<file path="src/rtl/cpu_pkg.sv">
// ---------------------------------------------------------------------------
// cpu_pkg
// Definitions shared by the front-end blocks.
//   XLEN              : datapath / address width
//   RESET_PC_DEFAULT  : instruction index fetched first after reset
//   fetch_state_e     : fetch request tracker states
//                       FETCH_RUN  - nothing outstanding
//                       FETCH_WAIT - one request outstanding, response kept
//                       FETCH_DROP - one request outstanding, response discarded
// ---------------------------------------------------------------------------
package cpu_pkg;

   localparam int XLEN = 32;

   localparam logic [XLEN-1:0] RESET_PC_DEFAULT = 32'h0000_0000;

   typedef enum logic [1:0] {
      FETCH_RUN  = 2'd0,
      FETCH_WAIT = 2'd1,
      FETCH_DROP = 2'd2
   } fetch_state_e;

endpackage

</file>
<file path="src/rtl/fetch_fifo.sv">
// ---------------------------------------------------------------------------
// fetch_fifo
// Small synchronous FIFO holding fetched {instruction, index} pairs.
// The head entry is read straight out of the storage registers, so a word
// written on one edge is visible on the output only after that edge.
//   clk, rst_n  : clock, asynchronous active-low reset
//   push        : write push_data (ignored when full without a pop)
//   push_data   : entry to write
//   pop         : remove the head entry (ignored when empty)
//   flush       : discard all entries; wins over push and pop
//   pop_data    : head entry, zero when empty
//   count       : number of stored entries
//   full, empty : occupancy flags
// ---------------------------------------------------------------------------
module fetch_fifo
   import cpu_pkg::*;
#(
   parameter int DEPTH = 2,
   parameter int WIDTH = 2 * XLEN,
   localparam int CW = $clog2(DEPTH + 1)
) (
   input  logic             clk,
   input  logic             rst_n,
   input  logic             push,
   input  logic [WIDTH-1:0] push_data,
   input  logic             pop,
   input  logic             flush,
   output logic [WIDTH-1:0] pop_data,
   output logic [CW-1:0]    count,
   output logic             full,
   output logic             empty
);

   localparam int PW = (DEPTH > 1) ? $clog2(DEPTH) : 1;
   localparam logic [PW-1:0] LAST_PTR   = PW'(DEPTH - 1);
   localparam logic [CW-1:0] FULL_COUNT = CW'(DEPTH);

   logic [WIDTH-1:0] mem_reg [DEPTH];
   logic [PW-1:0]    wr_ptr_reg;
   logic [PW-1:0]    rd_ptr_reg;
   logic [CW-1:0]    count_reg;
   logic             do_push;
   logic             do_pop;

   function automatic logic [PW-1:0] ptr_inc(input logic [PW-1:0] ptr);
      return (ptr == LAST_PTR) ? '0 : ptr + 1'b1;
   endfunction

   assign empty = (count_reg == '0);
   assign full  = (count_reg == FULL_COUNT);
   assign count = count_reg;

   assign do_pop  = pop && !empty && !flush;
   // A pop on the same edge frees the slot, so a full FIFO may still accept.
   assign do_push = push && !flush && (!full || do_pop);

   assign pop_data = empty ? '0 : mem_reg[rd_ptr_reg];

   // Storage carries no reset; validity is tracked by count_reg alone.
   always_ff @(posedge clk) begin
      if (do_push) begin
         mem_reg[wr_ptr_reg] <= push_data;
      end
   end

   always_ff @(posedge clk or negedge rst_n) begin
      if (!rst_n) begin
         wr_ptr_reg <= '0;
         rd_ptr_reg <= '0;
         count_reg  <= '0;
      end else if (flush) begin
         wr_ptr_reg <= '0;
         rd_ptr_reg <= '0;
         count_reg  <= '0;
      end else begin
         if (do_push) begin
            wr_ptr_reg <= ptr_inc(wr_ptr_reg);
         end
         if (do_pop) begin
            rd_ptr_reg <= ptr_inc(rd_ptr_reg);
         end
         count_reg <= count_reg + CW'(do_push) - CW'(do_pop);
      end
   end

endmodule

</file>
<file path="src/rtl/fetch_unit.sv">
// ---------------------------------------------------------------------------
// fetch_unit
// Instruction fetch front end: issues one word request at a time to the
// instruction memory, buffers returned words in fetch_fifo and hands them to
// decode with a valid/ready handshake. A redirect from execute reloads the
// pc, flushes the buffer and marks any in-flight response as stale.
//   clk, rst_n         : clock, asynchronous active-low reset
//   imem_req/imem_addr : single-cycle request pulse and word address
//   imem_rvalid/rdata  : in-order response, at least one cycle after request
//   global_disable     : redirect strobe (taken branch)
//   delta_instruction  : signed offset added to branch_pc on redirect
//   branch_pc          : index of the branching instruction
//   instr/instr_pc     : oldest buffered word and its index
//   instr_valid        : buffer not empty
//   instr_ready        : decode accepts the current word
// ---------------------------------------------------------------------------
module fetch_unit
   import cpu_pkg::*;
#(
   parameter logic [XLEN-1:0] RESET_PC = RESET_PC_DEFAULT,
   parameter int              DEPTH    = 2
) (
   input  logic            clk,
   input  logic            rst_n,
   output logic            imem_req,
   output logic [XLEN-1:0] imem_addr,
   input  logic            imem_rvalid,
   input  logic [XLEN-1:0] imem_rdata,
   input  logic            global_disable,
   input  logic [XLEN-1:0] delta_instruction,
   input  logic [XLEN-1:0] branch_pc,
   output logic [XLEN-1:0] instr,
   output logic [XLEN-1:0] instr_pc,
   output logic            instr_valid,
   input  logic            instr_ready
);

   localparam int CW = $clog2(DEPTH + 1);

   fetch_state_e    state_reg;
   fetch_state_e    state_next;
   logic [XLEN-1:0] pc_reg;
   logic [XLEN-1:0] pc_next;
   logic [XLEN-1:0] req_pc_reg;

   logic              issue;
   logic              push;
   logic              pop;
   logic [2*XLEN-1:0] fifo_head;
   logic [CW-1:0]     fifo_count;
   logic              fifo_full;
   logic              fifo_empty;
   logic              unused_fifo_full;

   // rst_n gates the request so that nothing is presented while held in
   // reset, yet the first request is already up for the first active edge.
   assign issue = rst_n && (state_reg == FETCH_RUN) && !global_disable &&
                  (fifo_count < CW'(DEPTH));

   assign imem_req  = issue;
   assign imem_addr = issue ? pc_reg : '0;

   // Only a response to a request that survived every redirect is kept.
   assign push = (state_reg == FETCH_WAIT) && imem_rvalid && !global_disable;
   assign pop  = instr_valid && instr_ready;

   // Occupancy is gated through fifo_count; the full flag is redundant here.
   assign unused_fifo_full = fifo_full;

   always_comb begin
      state_next = state_reg;
      unique case (state_reg)
         FETCH_RUN: begin
            if (issue) begin
               state_next = FETCH_WAIT;
            end
         end
         FETCH_WAIT: begin
            if (imem_rvalid) begin
               state_next = FETCH_RUN;
            end else if (global_disable) begin
               state_next = FETCH_DROP;
            end
         end
         FETCH_DROP: begin
            if (imem_rvalid) begin
               state_next = FETCH_RUN;
            end
         end
         default: state_next = FETCH_RUN;
      endcase
   end

   always_comb begin
      pc_next = pc_reg;
      if (global_disable) begin
         pc_next = branch_pc + delta_instruction;
      end else if (issue) begin
         pc_next = pc_reg + 1'b1;
      end
   end

   always_ff @(posedge clk or negedge rst_n) begin
      if (!rst_n) begin
         state_reg  <= FETCH_RUN;
         pc_reg     <= RESET_PC;
         req_pc_reg <= '0;
      end else begin
         state_reg <= state_next;
         pc_reg    <= pc_next;
         if (issue) begin
            req_pc_reg <= pc_reg;
         end
      end
   end

   fetch_fifo #(
      .DEPTH (DEPTH),
      .WIDTH (2 * XLEN)
   ) u_fifo (
      .clk       (clk),
      .rst_n     (rst_n),
      .push      (push),
      .push_data ({imem_rdata, req_pc_reg}),
      .pop       (pop),
      .flush     (global_disable),
      .pop_data  (fifo_head),
      .count     (fifo_count),
      .full      (fifo_full),
      .empty     (fifo_empty)
   );

   assign instr_valid = !fifo_empty;
   assign instr       = fifo_head[2*XLEN-1:XLEN];
   assign instr_pc    = fifo_head[XLEN-1:0];

endmodule

</file>
<file path="config.mk">
export PLATFORM = sky130hd
export DESIGN_NAME = fetch_unit
export DESIGN_NICKNAME = d
export VERILOG_FILES = /design/src/rtl/cpu_pkg.sv /design/src/rtl/fetch_fifo.sv /design/src/rtl/fetch_unit.sv
export SDC_FILE = /design/constraint.sdc
export NUM_CORES = 1
export LEC_CHECK = 0
export CORE_ASPECT_RATIO = 1.5
export CORE_UTILIZATION = 52
export DETAILED_ROUTE_END_ITERATION = 16
export PLACE_DENSITY = 0.76
export SYNTH_ARGS = -nofsm -noshare
export SYNTH_HDL_FRONTEND = slang
export SYNTH_SLANG_ARGS = --single-unit
</file>
<file path="constraint.sdc">
create_clock -name clk -period 5.07 [get_ports clk]
set_input_delay 0.507 -clock clk [delete_from_list [all_inputs] [get_ports clk]]
set_output_delay 0.507 -clock clk [all_outputs]
set_load 0.01 [all_outputs]
</file>
## After elaboration in Yosys (flattened, before gate mapping)

Memories as Yosys holds them, arrays and structs flattened.
Index checks and enable logic that the tools add are counted.

| storage, ports and cells | value |
|---|---|
| register bits after elaboration | 70 |
| RAM bits | 128 |
| input bits | 101 |
| output and inout bits | 98 |
| memories kept | 1 |

Memory list:

| memory | depth | bits a word | rd ports | clocked after Yosys merged registers in | wr ports | line | source |
|---|---|---|---|---|---|---|---|
| u_fifo.mem_reg | 2 | 64 | 1 | 0 | 1 | fetch_fifo.sv:38 | `logic [WIDTH-1:0] mem_reg [DEPTH];` |

| operators by class | value |
|---|---|
| $add $sub $neg | 6 |
| magnitude comparators | 1 |
| equal/unequal tests | 6 |
| muxes and demuxes | 18 |
| reduce and logical (&&, ||, !) cells | 20 |

Operators with widths:

| operator | number |
|---|---|
| 32-bit two-way mux | 3 |
| 64-bit two-way mux | 1 |
| 32-bit by 1-bit adder with 32-bit output, second input constant | 1 |
| 32-bit adder | 1 |
| 1-bit logical AND | 10 |
| 2-bit two-way mux | 5 |
| 1-bit two-way mux | 8 |
| 2-bit one-hot mux with 3 select lines | 1 |
| 2-bit nonzero test | 3 |
| 2-bit == test, second input constant | 2 |
| 2-bit zero test | 2 |
| 2-bit != test, second input constant | 2 |
| 1-bit zero test | 3 |
| 3-bit != test, second input constant | 1 |
| 3-bit AND reduction | 1 |
| 1-bit adder, second input constant | 2 |
| 2-bit by 1-bit adder with 2-bit output | 1 |
| 2-bit by 1-bit == test with 1-bit output, second input constant | 1 |
| 2-bit less-than comparator, second input constant | 1 |
| 2-bit by 1-bit subtractor with 2-bit output | 1 |
| 1-bit logical OR | 1 |

## Depth between registers and ports, before layout

| logic depth | value |
|---|---|
| depth in word-level cells | 10 |
| mapped depth | 9 |
| gate-level depth less buffers | 9 |

## Cells and area by module

From an unflattened synthesis, not the netlist that was laid out.

| unflattened totals | value |
|---|---|
| cells, all modules | 926 |
| area total of the unflattened synthesis | 10430.0 um^2 |

Modules (own cells, without submodules):

| module | times used | cells an instance | area an instance (um^2) | seq. area each (um^2) |
|---|---|---|---|---|
| fetch_unit | 1 | 627 | 5358.9 | 1651.6 |
| fetch_fifo | 1 | 299 | 5071.1 | 3943.8 |

## Least setup slack after synthesis

Ideal clock, no wire load.

| timing path | value |
|---|---|
| path kind | input port to flip-flop |
| start point | input global_disable |
| end point | memory u_fifo.mem_reg[0][0] (netlist name), enable pin |
| setup time | 0.488 ns |
| arrival time | 3.690 ns |
| setup slack | 0.892 ns |
| cell stages on the path | 4 |
| path buffers | 1 |
| cell sequence | clkbuf_1 -> a211oi_1 -> nand2_1 -> nor2_1 |

| between the ends | value |
|---|---|
| word-level cells in the longest chain between the ends | 6 |
| elaborated cells on any way between the ends | 8 |

Ends and longest elaborated chain:

| element | line | source |
|---|---|---|
| from (decl) | fetch_unit.sv:29 | `input logic global_disable,` |
| 1-bit zero test * | fetch_fifo.sv:53, fetch_fifo.sv:55, fetch_unit.sv:64 |  |
| 1-bit logical AND (on tied branches) | fetch_unit.sv:64, fetch_fifo.sv:53 |  |
| 1-bit logical AND / 1-bit logical OR (equally long branches) | fetch_fifo.sv:55 | `assign do_push = push && !flush && (!full \|\| do_pop);` |
| 1-bit logical AND * | fetch_fifo.sv:55 |  |
| 1-bit two-way mux * | fetch_fifo.sv:61 | `if (do_push) begin` |
| 1-bit two-way mux (not written as such) * | fetch_fifo.sv:62 | `mem_reg[wr_ptr_reg] <= push_data;` |
| to (decl) | fetch_fifo.sv:38 |  |

Mark *: on every way between the ends. The rest lies on a longest branch, timed or not.

## Final worst setup path

| timing path | value |
|---|---|
| start point | register u_fifo.count_reg[1], in the netlist u_fifo.count[1] |
| end point | output imem_addr[16] |

| between the ends | value |
|---|---|
| word-level cells in the longest chain between the ends | 3 |

Ends and longest elaborated chain:

| element | line | source |
|---|---|---|
| from (decl) | fetch_fifo.sv:41 | `logic [CW-1:0] count_reg;` |
| from (signal assigned) | fetch_fifo.sv:82 | `count_reg <= count_reg + CW'(do_push) - CW'(do_pop);` |
| 2-bit less-than comparator | fetch_unit.sv:58 | `(fifo_count < CW'(DEPTH));` |
| 1-bit logical AND | fetch_unit.sv:57 | `assign issue = rst_n && (state_reg == FETCH_RUN) && !global_disable &&` |
| 32-bit two-way mux | fetch_unit.sv:61 | `assign imem_addr = issue ? pc_reg : '0;` |
| to (decl) | fetch_unit.sv:26 | `output logic [XLEN-1:0] imem_addr,` |

No other way between the ends.

==> flow_summary.json <==
{
  "period_share": 0.701,
  "setup_tns_ns": 0,
  "clk_latency_ns": 0.42,
  "rsz0062_at_grt": "false",
  "power_switching_mw": 1.20,
  "grt_max_degree": 71,
  "cap_violations": 0,
  "drive_gt1_frac": 0.0675,
  "seq_area_frac_synth": 0.558,
  "routed_wl_um": 21500,
  "skew_ns": 0.00990,
  "worst_slew_pin_slew_ns": 1.12,
  "timing.rr.start": "u_fifo.count[1]",
  "syn_area_per_cell_sq_um": 11.5,
  "synth_fp_nets": 1005,
  "peakVddDrop_uv": 248,
  "synth.distinct_cells": 73,
  "yosys_register_bits": 198,
  "synthXorXnorAreaFrac": 0.0507,
  "cp_top_family": "buffers and inverters",
  "synth.largest_area_cell": "edfxtp_1",
  "hold_violations": 0,
  "swShare": 0.284,
  "vias": 7269,
  "leakage_nw": 4.97,
  "p_total_mw": 4.24,
  "drc": 0,
  "antenna_cells": 0,
  "ant_nets": 0,
  "rrSetupSlack_ns": 2.32,
  "synth-simple-area-share": 0.138,
  "synthAdderAreaFrac": 0.0444,
  "rows": 61,
  "fillers": 1422,
  "cp.buffers_inverters": 4,
  "p_int_mw": 3.04,
  "synth_flop_cell": "edfxtp_1",
  "cp-start-kind": "flip-flop",
  "die_h_um": 172,
  "synth_common_cells": "edfxtp_1, nor2_1, dfrtp_1",
  "power_frac_comb": 0.204,
  "setup_viol": 0,
  "htree_num_levels": 4,
  "synthMostInstantiatedCell": "edfxtp_1",
  "grt_use_total": 0.224,
  "drv_slew": 0,
  "layout.nets": 1190,
  "first_global_vias": 7161,
  "max_slew_margin": 0.254,
  "synth_compound_area_frac": 0.117,
  "grt_pass1_wl_um": 34700,
  "cts_setup_buffers": 0,
  "path_cells": "nor4b_4 > buf_4 > nand2_2 > inv_2 > nand2_1 > inv_1 > clkdlybuf4s50_1",
  "critPathRequiredTime_ns": 4.56,
  "place_congestion": 0.905,
  "post_cts_resize_count": 0,
  "grt.overflow.total": 0,
  "postSynthCellCount": 869,
  "cpPeakStageDelay_ns": 0.55,
  "die_area_sq_um": 19900,
  "ys_warn_count": 0,
  "synth_edf_count": 128,
  "clock_path_buffers": 2,
  "seqPwrFrac": 0.494,
  "drt_pass1_iterations": 4,
  "cts_tree": "built",
  "synth_mux_area_frac": 0.0679,
  "post-route-util": 0.685,
  "async_flop_share": 0.354,
  "fp.dieW_um": 115,
  "ios": 199,
  "arrival_ns": 3.05,
  "drtIter0Drc": 459,
  "clk_pin_slew_ns": 0.07,
  "initial_core_util": 0.536,
  "fin_cells": 1319,
  "cts_root_buf": "clkbuf_16",
  "ctsHoldBuffers": 0,
  "numClockSinks": 198,
  "dp.cells": 1287,
  "io_buffers": 198,
  "hold_path.class": "in2async",
  "largest_reg_flops": 128,
  "place.detailed.hpwl_um": 15400,
  "synth_top_family_by_area": "simple AND/OR/NAND/NOR gates",
  "yosys.area.top_type_share": 0.383,
  "post-route-min-period_ns": 3.55,
  "wl_per_cell_um": 16.3,
  "outcome": "finished, final reports clean",
  "synthTopCellsByArea": "edfxtp_1, dfrtp_1, mux2i_1",
  "cts_inserted_buffers": 17,
  "core_area_sq_um": 18700,
  "end_kind": "output port",
  "power.density_nw_per_um2": 331,
  "fin_hold_ws_ns": 0.387,
  "crit_path_top_delay_cell": "clkdlybuf4s50_1",
  "startpoint": "u_fifo.count[1]",
  "clock.fmax_ghz": 0.281,
  "p_clk_frac": 0.302,
  "crit_fanout": 36,
  "antenna_found_initial": 0,
  "criticalPathCategory": "reg2out",
  "viasPerCell": 5.51,
  "syn_area_sq_um": 10000,
  "area_growth_pct": 27.7
}
-- per-layer routing --
metal / up-vias / share of wire / global-route usage
met5: - / 0 / 0
met2: 198 / 0.54 / 0.408
met1: 3485 / 0.40 / 0.267
li1: 3547 / - / -
met4: 0 / 0.026 / 0.0870
met3: 39 / 0.038 / 0.0284
-- worst paths after layout --
check                      cells after the start               endpoint
max reg2reg                                    9             pc_reg[20]
min                                            2          req_pc_reg[9]
max in group asynchronous                      2      u_fifo.rd_ptr_reg
min reg2reg                                    0  u_fifo.mem_reg[0][26]
max                                            7          imem_addr[16]
min in group clk                               0  u_fifo.mem_reg[0][26]
-- cells in the final DEF (no fill, tap or decap), types with 3 or more instances in the layout --
cell and count:
a211oi_1 6, a21boi_0 4, a21o_1 39, a21oi_1 43
a221oi_2 3, a31oi_1 3, and3_1 33, buf_4 8
clkbuf_16 17, clkdlybuf4s50_1 196, dfrtp_1 69, edfxtp_1 128
ha_1 34, inv_1 19, inv_6 5, inv_8 4
mux2i_1 68, nand2_1 64, nand2b_1 4, nand3_1 25
nand4_1 11, nor2_1 102, nor2_4 3, nor3_1 11
nor4_1 5, nor4_2 3, o211ai_1 6, o21ai_0 31
o21bai_1 3, o22ai_1 3, xnor2_1 34, xor2_1 24
-- cell families after synthesis --
| group | Yosys count |
|---|---|
| AOI/OAI and AO/OA | 168 |
| xor gates and xnor gates | 58 |
| adders and majority gates | 35 |
| buffers and inverters | 60 |
| DFF | 198 |
| muxes | 68 |
| and+or+nand+nor | 282 |
-- per-stage QoR --
| step | setup slack (ns) | instance area, sq um |
|---|---|---|
| 6_report | 1.52 | 12800 |
| 5_1_grt | 1.29 | 12800 |
| 4_1_cts | 1.52 | 12800 |
| 3_5_place_dp | 1.77 | 12200 |
| 3_3_place_gp | 1.82 | 12200 |
| 2_1_floorplan | 0.892 | 10000 |
-- worst register-to-register path: cells and delay by family, from the launching register on --
kind | cells | cell delay, ns
compound gates | 1 | 0.14
xor+xnor | 1 | 0.18
buf+inv | 2 | 0.64
flops | 1 | 0.49
simple gates | 5 | 1.22
-- power by group through the flow --
| stage | Clock [mW] | Sequential (mW) | Combinational (mW) |
|---|---|---|---|
| 2_1_floorplan | 0 | 2.06 | 0.558 |
| 3_3_place_gp | 0 | 2.12 | 0.849 |
| 3_5_place_dp | 0 | 2.13 | 0.862 |
| 4_1_cts | 1.31 | 2.09 | 0.870 |
| 5_1_grt | 1.38 | 2.12 | 0.954 |
| 6_report | 1.28 | 2.10 | 0.865 |
-- final cells by class --
| cell class | count | area, sq um | area share |
|---|---|---|---|
| flip-flops and latches | 198 | 5600 | 0.437 |
| well taps | 252 | 315 | 0.0246 |
| clock inverters | 14 | 131 | 0.0103 |
| inverters | 20 | 75.1 | 0.00586 |
| multi-input cells | 611 | 4220 | 0.329 |
| repair buffers | 206 | 2030 | 0.159 |
| clock buffers | 18 | 439 | 0.0343 |
Note: power is estimated with default switching activity, not from simulation.
